[src/rtl/id_stage_pkg.sv]
// Shared decode constants for the 16-bit pipeline: opcodes, ALU codes and special registers.
package id_stage_pkg;

  localparam logic RstEnable  = 1'b1;
  localparam logic RstDisable = 1'b0;

  localparam logic [15:0] ZeroWord = 16'h0000;

  localparam logic [3:0] RegSp   = 4'd8;
  localparam logic [3:0] RegIh   = 4'd9;
  localparam logic [3:0] RegT    = 4'd10;
  localparam logic [3:0] RegNone = 4'd15;

  typedef enum logic [4:0] {
    OpcNop    = 5'b00001,
    OpcB      = 5'b00010,
    OpcBeqz   = 5'b00100,
    OpcBnez   = 5'b00101,
    OpcShift  = 5'b00110,
    OpcAddiu3 = 5'b01000,
    OpcAddiu  = 5'b01001,
    OpcMtsp   = 5'b01100,
    OpcLi     = 5'b01101,
    OpcLw     = 5'b10011,
    OpcRrr    = 5'b11100,
    OpcRr     = 5'b11101,
    OpcIh     = 5'b11110
  } opcode_e;

  typedef enum logic [2:0] {
    SelNop   = 3'd0,
    SelArith = 3'd1,
    SelLogic = 3'd2,
    SelShift = 3'd3,
    SelMove  = 3'd4,
    SelLoad  = 3'd5
  } alusel_e;

  typedef enum logic [2:0] {
    AluAdd  = 3'd0,
    AluSub  = 3'd1,
    AluAnd  = 3'd2,
    AluOr   = 3'd3,
    AluSll  = 3'd4,
    AluSra  = 3'd5,
    AluPass = 3'd6
  } aluop_e;

  typedef enum logic [2:0] {
    BrNone,
    BrAlways,
    BrEqz,
    BrNez,
    BrReg
  } br_kind_e;

endpackage

[src/rtl/id_fwd_mux.sv]
// Per-port operand forwarding: EX result has priority over MEM, then the regfile.
module id_fwd_mux
  import id_stage_pkg::*;
(
  input  logic [3:0]  addr_i,
  input  logic [15:0] reg_data_i,
  input  logic        ex_we_i,
  input  logic [3:0]  ex_waddr_i,
  input  logic [15:0] ex_wdata_i,
  input  logic        mem_we_i,
  input  logic [3:0]  mem_waddr_i,
  input  logic [15:0] mem_wdata_i,
  output logic [15:0] data_o
);

  always_comb begin
    data_o = reg_data_i;
    if (addr_i != RegNone) begin
      if (ex_we_i && (ex_waddr_i == addr_i)) begin
        data_o = ex_wdata_i;
      end else if (mem_we_i && (mem_waddr_i == addr_i)) begin
        data_o = mem_wdata_i;
      end
    end
  end

endmodule

[src/rtl/id_stage.sv]
// Decode stage: instruction decode, operand forwarding, branch resolution and
// load-use stall detection via a one-entry previous-LW tracker.
module id_stage
  import id_stage_pkg::*;
(
  input  logic        clk,
  input  logic        rst,
  input  logic [15:0] pc_i,
  input  logic [15:0] inst_i,
  input  logic [15:0] reg0_data_i,
  input  logic [15:0] reg1_data_i,
  input  logic        ex_we_i,
  input  logic [3:0]  ex_waddr_i,
  input  logic [15:0] ex_wdata_i,
  input  logic        mem_we_i,
  input  logic [3:0]  mem_waddr_i,
  input  logic [15:0] mem_wdata_i,
  output logic [2:0]  alusel_o,
  output logic [2:0]  aluop_o,
  output logic [15:0] reg0_data_o,
  output logic [15:0] reg1_data_o,
  output logic        reg0_re_o,
  output logic        reg1_re_o,
  output logic [3:0]  reg0_addr_o,
  output logic [3:0]  reg1_addr_o,
  output logic        we_o,
  output logic [3:0]  waddr_o,
  output logic        stall_req,
  output logic        branch_flag_o,
  output logic [15:0] branch_addr_o
);

  logic        ld_v_q, ld_v_d;
  logic [3:0]  ld_a_q, ld_a_d;

  logic [2:0]  sel, op;
  logic        re0, re1, we, use_imm, is_lw;
  logic [3:0]  addr0, addr1, waddr;
  logic [15:0] imm, fwd0, fwd1, br_target;
  br_kind_e    br_kind;
  logic        br_taken;

  logic [3:0] rx, ry, rz;
  assign rx = {1'b0, inst_i[10:8]};
  assign ry = {1'b0, inst_i[7:5]};
  assign rz = {1'b0, inst_i[4:2]};

  always_comb begin
    sel     = SelNop;
    op      = AluAdd;
    re0     = 1'b0;
    re1     = 1'b0;
    addr0   = RegNone;
    addr1   = RegNone;
    we      = 1'b0;
    waddr   = 4'd0;
    imm     = ZeroWord;
    use_imm = 1'b0;
    is_lw   = 1'b0;
    br_kind = BrNone;
    unique case (inst_i[15:11])
      OpcAddiu: begin
        sel = SelArith; re0 = 1'b1; addr0 = rx; we = 1'b1; waddr = rx;
        imm = {{8{inst_i[7]}}, inst_i[7:0]}; use_imm = 1'b1;
      end
      OpcAddiu3: begin
        sel = SelArith; re0 = 1'b1; addr0 = rx; we = 1'b1; waddr = ry;
        imm = {{12{inst_i[3]}}, inst_i[3:0]}; use_imm = 1'b1;
      end
      OpcLi: begin
        sel = SelMove; op = AluPass; we = 1'b1; waddr = rx;
        imm = {8'd0, inst_i[7:0]}; use_imm = 1'b1;
      end
      OpcRrr: begin
        if (inst_i[1:0] == 2'b01 || inst_i[1:0] == 2'b11) begin
          sel = SelArith; op = inst_i[1] ? AluSub : AluAdd;
          re0 = 1'b1; addr0 = rx; re1 = 1'b1; addr1 = ry; we = 1'b1; waddr = rz;
        end
      end
      OpcRr: begin
        if (inst_i[4:0] == 5'b01100 || inst_i[4:0] == 5'b01101) begin
          sel = SelLogic; op = inst_i[0] ? AluOr : AluAnd;
          re0 = 1'b1; addr0 = rx; re1 = 1'b1; addr1 = ry; we = 1'b1; waddr = rx;
        end else if (inst_i[7:0] == 8'h00) begin
          re0 = 1'b1; addr0 = rx; br_kind = BrReg;
        end else if (inst_i[7:0] == 8'h40) begin
          sel = SelMove; op = AluPass; we = 1'b1; waddr = rx;
          imm = pc_i; use_imm = 1'b1;
        end
      end
      OpcShift: begin
        if (inst_i[1:0] == 2'b00 || inst_i[1:0] == 2'b11) begin
          sel = SelShift; op = inst_i[0] ? AluSra : AluSll;
          re0 = 1'b1; addr0 = ry; we = 1'b1; waddr = rx;
          // A zero shift-amount field encodes a shift by 8.
          imm = (inst_i[4:2] == 3'd0) ? 16'd8 : {13'd0, inst_i[4:2]};
          use_imm = 1'b1;
        end
      end
      OpcIh: begin
        if (inst_i[7:0] == 8'h00) begin
          sel = SelMove; op = AluPass; re1 = 1'b1; addr1 = RegIh; we = 1'b1; waddr = rx;
        end else if (inst_i[7:0] == 8'h01) begin
          sel = SelMove; op = AluPass; re1 = 1'b1; addr1 = rx; we = 1'b1; waddr = RegIh;
        end
      end
      OpcMtsp: begin
        if (inst_i[10:8] == 3'b100) begin
          sel = SelMove; op = AluPass; re1 = 1'b1; addr1 = ry; we = 1'b1; waddr = RegSp;
        end
      end
      OpcLw: begin
        sel = SelLoad; re0 = 1'b1; addr0 = rx; we = 1'b1; waddr = ry; is_lw = 1'b1;
        imm = {{11{inst_i[4]}}, inst_i[4:0]}; use_imm = 1'b1;
      end
      OpcB:    br_kind = BrAlways;
      OpcBeqz: begin re0 = 1'b1; addr0 = rx; br_kind = BrEqz; end
      OpcBnez: begin re0 = 1'b1; addr0 = rx; br_kind = BrNez; end
      default: ;
    endcase
  end

  id_fwd_mux u_fwd0 (
    .addr_i      (addr0),
    .reg_data_i  (reg0_data_i),
    .ex_we_i     (ex_we_i),
    .ex_waddr_i  (ex_waddr_i),
    .ex_wdata_i  (ex_wdata_i),
    .mem_we_i    (mem_we_i),
    .mem_waddr_i (mem_waddr_i),
    .mem_wdata_i (mem_wdata_i),
    .data_o      (fwd0)
  );

  id_fwd_mux u_fwd1 (
    .addr_i      (addr1),
    .reg_data_i  (reg1_data_i),
    .ex_we_i     (ex_we_i),
    .ex_waddr_i  (ex_waddr_i),
    .ex_wdata_i  (ex_wdata_i),
    .mem_we_i    (mem_we_i),
    .mem_waddr_i (mem_waddr_i),
    .mem_wdata_i (mem_wdata_i),
    .data_o      (fwd1)
  );

  always_comb begin
    br_taken  = 1'b0;
    br_target = ZeroWord;
    unique case (br_kind)
      BrAlways: begin br_taken = 1'b1; br_target = pc_i + {{5{inst_i[10]}}, inst_i[10:0]}; end
      BrEqz: begin br_taken = (fwd0 == ZeroWord); br_target = pc_i + {{8{inst_i[7]}}, inst_i[7:0]}; end
      BrNez: begin br_taken = (fwd0 != ZeroWord); br_target = pc_i + {{8{inst_i[7]}}, inst_i[7:0]}; end
      BrReg: begin br_taken = 1'b1; br_target = fwd0; end
      default: ;
    endcase
  end

  always_comb begin
    alusel_o      = 3'd0;
    aluop_o       = 3'd0;
    reg0_data_o   = ZeroWord;
    reg1_data_o   = ZeroWord;
    reg0_re_o     = 1'b0;
    reg1_re_o     = 1'b0;
    reg0_addr_o   = 4'd0;
    reg1_addr_o   = 4'd0;
    we_o          = 1'b0;
    waddr_o       = 4'd0;
    stall_req     = 1'b0;
    branch_flag_o = 1'b0;
    branch_addr_o = ZeroWord;
    if (rst != RstEnable) begin
      stall_req   = ld_v_q && ((re0 && addr0 == ld_a_q) || (re1 && addr1 == ld_a_q));
      reg0_re_o   = re0;
      reg1_re_o   = re1;
      reg0_addr_o = addr0;
      reg1_addr_o = addr1;
      reg0_data_o = re0 ? fwd0 : ZeroWord;
      reg1_data_o = use_imm ? imm : (re1 ? fwd1 : ZeroWord);
      waddr_o     = waddr;
      // Stalled instruction is issued as a bubble; it re-decodes next cycle.
      if (!stall_req) begin
        alusel_o      = sel;
        aluop_o       = op;
        we_o          = we;
        branch_flag_o = br_taken;
        branch_addr_o = br_taken ? br_target : ZeroWord;
      end
    end
  end

  assign ld_v_d = is_lw && !stall_req;
  assign ld_a_d = waddr_o;

  always_ff @(posedge clk or posedge rst) begin
    if (rst) begin
      ld_v_q <= 1'b0;
      ld_a_q <= 4'd0;
    end else begin
      ld_v_q <= ld_v_d;
      ld_a_q <= ld_a_d;
    end
  end

endmodule

[config.mk]
export PLATFORM = sky130hd
export DESIGN_NAME = id_stage
export DESIGN_NICKNAME = d
export VERILOG_FILES = /design/src/rtl/id_stage_pkg.sv /design/src/rtl/id_fwd_mux.sv /design/src/rtl/id_stage.sv
export SDC_FILE = /design/constraint.sdc
export NUM_CORES = 1
export LEC_CHECK = 0
export ABC_AREA = 1
export BUFFER_PORTS_ARGS = -buffer_cell sky130_fd_sc_hd__buf_2
export CAP_MARGIN = 25
export CORE_MARGIN = 3
export CORE_UTILIZATION = 45
export CTS_CLUSTER_DIAMETER = 120
export CTS_CLUSTER_SIZE = 10
export DETAILED_ROUTE_END_ITERATION = 6
export GPL_TIMING_DRIVEN = 0
export PLACE_DENSITY = 0.79
export SETUP_SLACK_MARGIN = 0.15
export SLEW_MARGIN = 20
export SYNTH_ARGS = -nofsm -noshare
export SYNTH_HDL_FRONTEND = slang
export SYNTH_SLANG_ARGS = --single-unit
[constraint.sdc]
create_clock -name clk -period 3.28 [get_ports clk]
set_clock_uncertainty 0.2 [all_clocks]
set_input_delay 0.328 -clock clk [delete_from_list [all_inputs] [get_ports clk]]
set_output_delay 0.328 -clock clk [all_outputs]
set_load 0.02 [all_outputs]
=== Word level (Yosys, flattened, before mapping) ===
Index checks and enable logic that the tools add are counted.

* Bits in registers: 5
* Latch bits: 0
* Memory bits (writable): 0
* Memory bits (read-only): 0
* Bits of input ports: 108
* Output and inout bits: 71
* Memories kept: 0

* $add $sub $neg: 2
* $mul: 0
* Div/mod/pow operators: 0
* Order comparisons: 0
* Eq/ne operators: 31
* Shift operators: 0
* Multiplexer cells: 97
* Bitwise operators: 0
* Reductions and logical operators: 25

{| class="wikitable"
|+ Operators by type and width
! cell !! count
|-
| $mux W16 || 17
|-
| $pmux W16 S6 || 1
|-
| $mux W3 || 24
|-
| $mux W4 || 17
|-
| $pmux W16 S3 || 1
|-
| $add A16 B16 Y16 || 2
|-
| $pmux W4 S4 || 2
|-
| $eq A5 B4 Y1 const B || 6
|-
| $pmux W4 S7 || 1
|-
| $mux W1 || 25
|-
| $eq A4 B4 Y1 || 6
|-
| $pmux W3 S8 || 1
|-
| $eq A5 B5 Y1 const B || 4
|-
| $pmux W3 S6 || 1
|-
| $logic_not A16 Y1 || 1
|-
| $reduce_bool A16 Y1 || 1
|-
| $eq A5 B3 Y1 const B || 3
|-
| $pmux W3 S4 || 1
|-
| $reduce_or A2 Y1 || 5
|-
| $eq A8 B1 Y1 const B || 1
|-
| $eq A8 B7 Y1 const B || 1
|-
| $logic_and A1 B1 Y1 || 8
|-
| $logic_not A8 Y1 || 1
|-
| $ne A4 B4 Y1 const B || 2
|-
| 16 further kinds || 23
|}

=== Depth between registers and ports, before layout ===
* Depth after elaboration: 14
* Mapped depth: 27
* Gate-level depth less buffers: 25

=== Modules after synthesis ===
From an unflattened synthesis, not the netlist that was laid out.

* Cell total of the unflattened synthesis: 878
* Area total of the unflattened synthesis: 4401.7 sq um

{| class="wikitable"
|+ By module, submodules not included
! module !! instances !! cells each !! area each (sq um)
|-
| id_stage || 1 || 548 || 2837.7
|-
| id_fwd_mux || 2 || 165 || 782.0
|}

=== Worst setup path before layout ===
No wires, ideal clock.

* Path kind: input -> output
* Start: input inst_i[1]
* End: output branch_addr_o[10]
* Data arrival time: 2862 ps
* Setup slack: -110 ps
* Cell stages on the path: 26
* Buffers on the path: 2
* Cell sequence: inv_1 ha_1 nand2_1 nor2_2 inv_1 nor2_4 nor2_4 nand2_4 nand2_2 nand2_1 nand2_2 nor2_8 nand2_4 buf_6 nand2_1 nand3_1 nand2_1 nand2_1 clkinv_1 nand2_1 nor2_1 nand3_1 nand3_2 nand2_4 buf_8 nor2_2

* Longest elaborated chain between the ends: 14
* Elaborated cells on any way between the ends: 61

{| class="wikitable"
|+ Ends and longest elaborated chain
! item !! RTL line !! RTL
|-
| start, declared || id_stage.sv:9 || <nowiki>input logic [15:0] inst_i,</nowiki>
|-
| $logic_not A8 Y1 (tied with other cells) || id_stage.sv:84, id_stage.sv:101 ||
|-
| $mux W4 (tied with other cells) || id_stage.sv:84 || <nowiki>end else if (inst_i[7:0] == 8'h00) begin</nowiki>
|-
| $mux W4 (on tied branches) || id_stage.sv:81, id_stage.sv:75, id_stage.sv:92 ||
|-
| $pmux W4 S4 || id_stage.sv:61 || <nowiki>unique case (inst_i[15:11])</nowiki>
|-
| $eq A4 B4 Y1 || id_fwd_mux.sv:21 || <nowiki>end else if (mem_we_i && (mem_waddr_i == addr_i)) begin</nowiki>
|-
| $logic_and A1 B1 Y1 || id_fwd_mux.sv:21 ||
|-
| $mux W16 || id_fwd_mux.sv:21 ||
|-
| $mux W16 || id_fwd_mux.sv:19 || <nowiki>if (ex_we_i && (ex_waddr_i == addr_i)) begin</nowiki>
|-
| $mux W16 || id_fwd_mux.sv:18 || <nowiki>if (addr_i != RegNone) begin</nowiki>
|-
| $reduce_bool A16 Y1 or $logic_not A16 Y1 (tied branches) || id_stage.sv:153, id_stage.sv:152 ||
|-
| $pmux W1 S3 || id_stage.sv:150 || <nowiki>unique case (br_kind)</nowiki>
|-
| $mux W16 || id_stage.sv:188 || <nowiki>branch_addr_o = br_taken ? br_target : ZeroWord;</nowiki>
|-
| $mux W16 (*) || id_stage.sv:183 || <nowiki>if (!stall_req) begin</nowiki>
|-
| $mux W16 (*) || id_stage.sv:173 || <nowiki>if (rst != RstEnable) begin</nowiki>
|-
| end, declared || id_stage.sv:30 || <nowiki>output logic [15:0] branch_addr_o</nowiki>
|}

Every way passes the cells marked *; elsewhere a longest branch is shown, timed or not.

=== Worst setup path after layout ===
* Start: input inst_i[1]
* End: output branch_addr_o[2]

The elaborated chain is that of the path after synthesis.

==> results.yml <==
sta:
  holdWs_ns: 0.0688
  max_freq_mhz: 250
  final.period_utilization: 1.22
  rsz0062_at_grt: "yes"
  slew_headroom: 0.547
  slew_viol_final: 0
  tightest_slew_ns: 0.679
  setup_viol: 44
  timing.final.hold_violations: 0
  finalWorstSetupSlack_ns: -0.716
  tns_ns: -16.99
  period_needed_ns: 4.00
floorplanning:
  ios: 179
  initial_utilization: 0.469
  die_area_um2: 10400
  die_h_um: 102
  num_rows: 34
  core_um2: 8850
  die_w_um: 102
global_route:
  grt_pass1_wl_um: 31800
  grt_usage: 0.386
  grt_max_degree: 11
  grt_pass1_vias: 6403
  grt_antenna_before_repair: 0
  overflow: 0
run:
  maxCapViolations: 0
pwr:
  finalPower_mw: 1.19
  ir_drop_uv: 121
  power.leakage_nw: 3.78
  power_density_nw_per_um2: 160
cts:
  clkLatencyLatePin_ns: 0.22
  clock_path_buffers: 2
  htreeDepth: 1
  numCtsBuffers: 3
  clkTransAtPathRegs_ns: 0.03
  cts_tree: "built"
  cts.sinks: 5
  root_buffer: "clkbuf_8"
place:
  dpl-instance-area_um2: 5360
  place_congestion: 1.01
  port_buffers: 177
  dpl.hpwl_um: 15500
layout:
  final_util: 0.839
  syn_to_final_growth_pct: 78.8
  drive_gt1_frac: 0.454
  fill_cells: 600
  fin_area_um2: 7420
  num_antenna_cells: 0
  nNetsFinal: 1250
logic_synthesis:
  netlist_instances: 839
  yosysTopAreaCell: "nand2_1"
  yosys_warnings: 0
  synth_nets: 966
  ys_seq_area_frac: 0.0301
  synth.area.top_cells: "nand2_1, nand3_1, nor2_1"
  ys_ff_latch: 5
  yosysUniqueCellTypes: 48
  synth_edf_count: 0
  avgSynthCellArea_um2: 4.95
  synth-async-reset-ratio: 1.00
  netlist_area_um2: 4150
  synth_top_area_frac: 0.203
  synth_flop_cell: "dfrtp_1"
worst_setup_path:
  cp-end-kind: "primary output"
  cp.required_ns: 2.75
  cp.arrival_ns: 3.47
  cp-start-kind: "input pin"
  r2r_end: "ld_v_q"
  cp_max_fo: 7
  crit_path_top_delay_cell: "nor2_4"
  r2r_cells: 8
  r2r_start: "ld_a_q[2]"
  crit_top_cell: "nand2_1"
  r2r_slack_ns: 1.40
  critPathKind: "input pin to primary output"
  slowest_delay_ns: 0.22
drt:
  drtAntennaViolNets: 0
  wl_um: 23700
  vias: 7470
  wl_per_cell_um: 19.3
  drt_first_pass_iters: 7
  first_iter_violations: 898
  drc: 0
  via_per_inst: 6.07
min_path:
  hold_path_class: "input pin to async pin"
run_status:
  violations: "negative setup slack"
  status: "finished with violations"
==> where the power goes <==
part	total, mW	internal (mW)	switching [mW]
clock	0.113	0.0833	0.0292
combinational	1.01	0.402	0.612
sequential	0.0642	0.0633	0.000944
==> worst max-delay path by stage <==
stage | from | endpoint | slack [ns] | depth (start not counted)
2_1_floorplan | inst_i[1] | branch_addr_o[10] | 0.09 | 26
3_3_place_gp | inst_i[12] | branch_addr_o[13] | -1.00 | 26
3_5_place_dp | inst_i[12] | branch_addr_o[10] | -1.00 | 26
4_1_cts | inst_i[0] | branch_addr_o[13] | -0.42 | 28
5_1_grt | inst_i[1] | branch_addr_o[5] | -0.83 | 27
6_report | inst_i[1] | branch_addr_o[2] | -0.72 | 26
==> flip-flops by register name (all words and copies together) (netlist names) <==
| register | cells |
|---|---|
| ld_v_q | 1 |
| ld_a_q | 4 |
==> synthesized netlist by cell type, types with 5 or more instances <==
cell type / n
nand2_4: 6
a22oi_1: 5
nor2_4: 7
clkbuf_1: 15
o21ai_0: 75
ha_1: 18
o21ai_1: 10
nor2_1: 118
nand2_2: 6
dfrtp_1: 5
nor2_2: 15
a21oi_1: 38
inv_2: 9
nor3_1: 10
inv_1: 114
nand2_1: 225
o22ai_1: 7
nand3_1: 96
==> cells in the final DEF, fill, tap and decap left out, drive strengths merged, types with 3 or more instances in the layout <==
| cell | synthesis | layout |
|---|---|---|
| inv | 123 | 123 |
| a22oi | 5 | 5 |
| a31oi | 3 | 3 |
| nand3b | 4 | 4 |
| o22ai | 7 | 7 |
| a211oi | 3 | 3 |
| nor3 | 11 | 11 |
| a21oi | 38 | 38 |
| nand4 | 4 | 4 |
| clkinv | 3 | 3 |
| ha | 18 | 18 |
| nor2 | 142 | 142 |
| buf | 9 | 285 |
| o211ai | 4 | 4 |
| dfrtp | 5 | 5 |
| nand2 | 237 | 239 |
| clkbuf | 15 | 19 |
| xor2 | 4 | 4 |
| nand3 | 99 | 99 |
| o21ai | 85 | 85 |
==> through the flow <==
stage,std cells,setup slack [ns]
final,1230,-0.716
after global routing,1230,-0.832
after CTS,1205,-0.416
after detailed placement,1124,-1.00
after global placement,1124,-1.00
after floorplan,839,0.0935
==> timing repair <==
| action | 4_1_cts | 5_1_grt |
|---|---|---|
| setup endpoints to repair | 57 | 57 |
| gates cloned | 9 | 1 |
| hold buffers | 0 | 0 |
| resized for setup | 229 | 140 |
| setup buffers | 68 | 24 |
| pin swaps | 75 | 40 |
==> logic make-up after synthesis <==
family,share of synthesized area
AND/OR/NAND/NOR,0.542
AO/OA/AOI/OAI,0.212
buffers and inverters,0.144
adder cells (fa/ha/maj),0.0591
XOR/XNOR,0.0127
flip-flops,0.0301
==> per-layer routing <==
metal	GRT usage	part of all wire	vias up
li1	-	-	3302
met1	0.492	0.36	3289
met2	0.652	0.45	693
met3	0.0491	0.12	186
met4	0.164	0.068	0
met5	0	0	-
==> critical path, delay by kind of cell <==
kind	cells	cell delay (ns)
fa+ha+maj	1	0.17
simple gates	19	2.12
buf+inv	5	0.63
compound gates	1	0.15
==> final cells by class <==
class	instances	area, um2	area share
Multi-Input combinational cell	686	4310	0.581
Inverter	126	515	0.0694
Timing Repair Buffer	277	2090	0.281
Sequential cell	5	125	0.0169
Buffer	24	205	0.0276
Tap cell	108	135	0.0182
Clock buffer	4	45.0	0.00607
(Power assumes the default switching activity.)
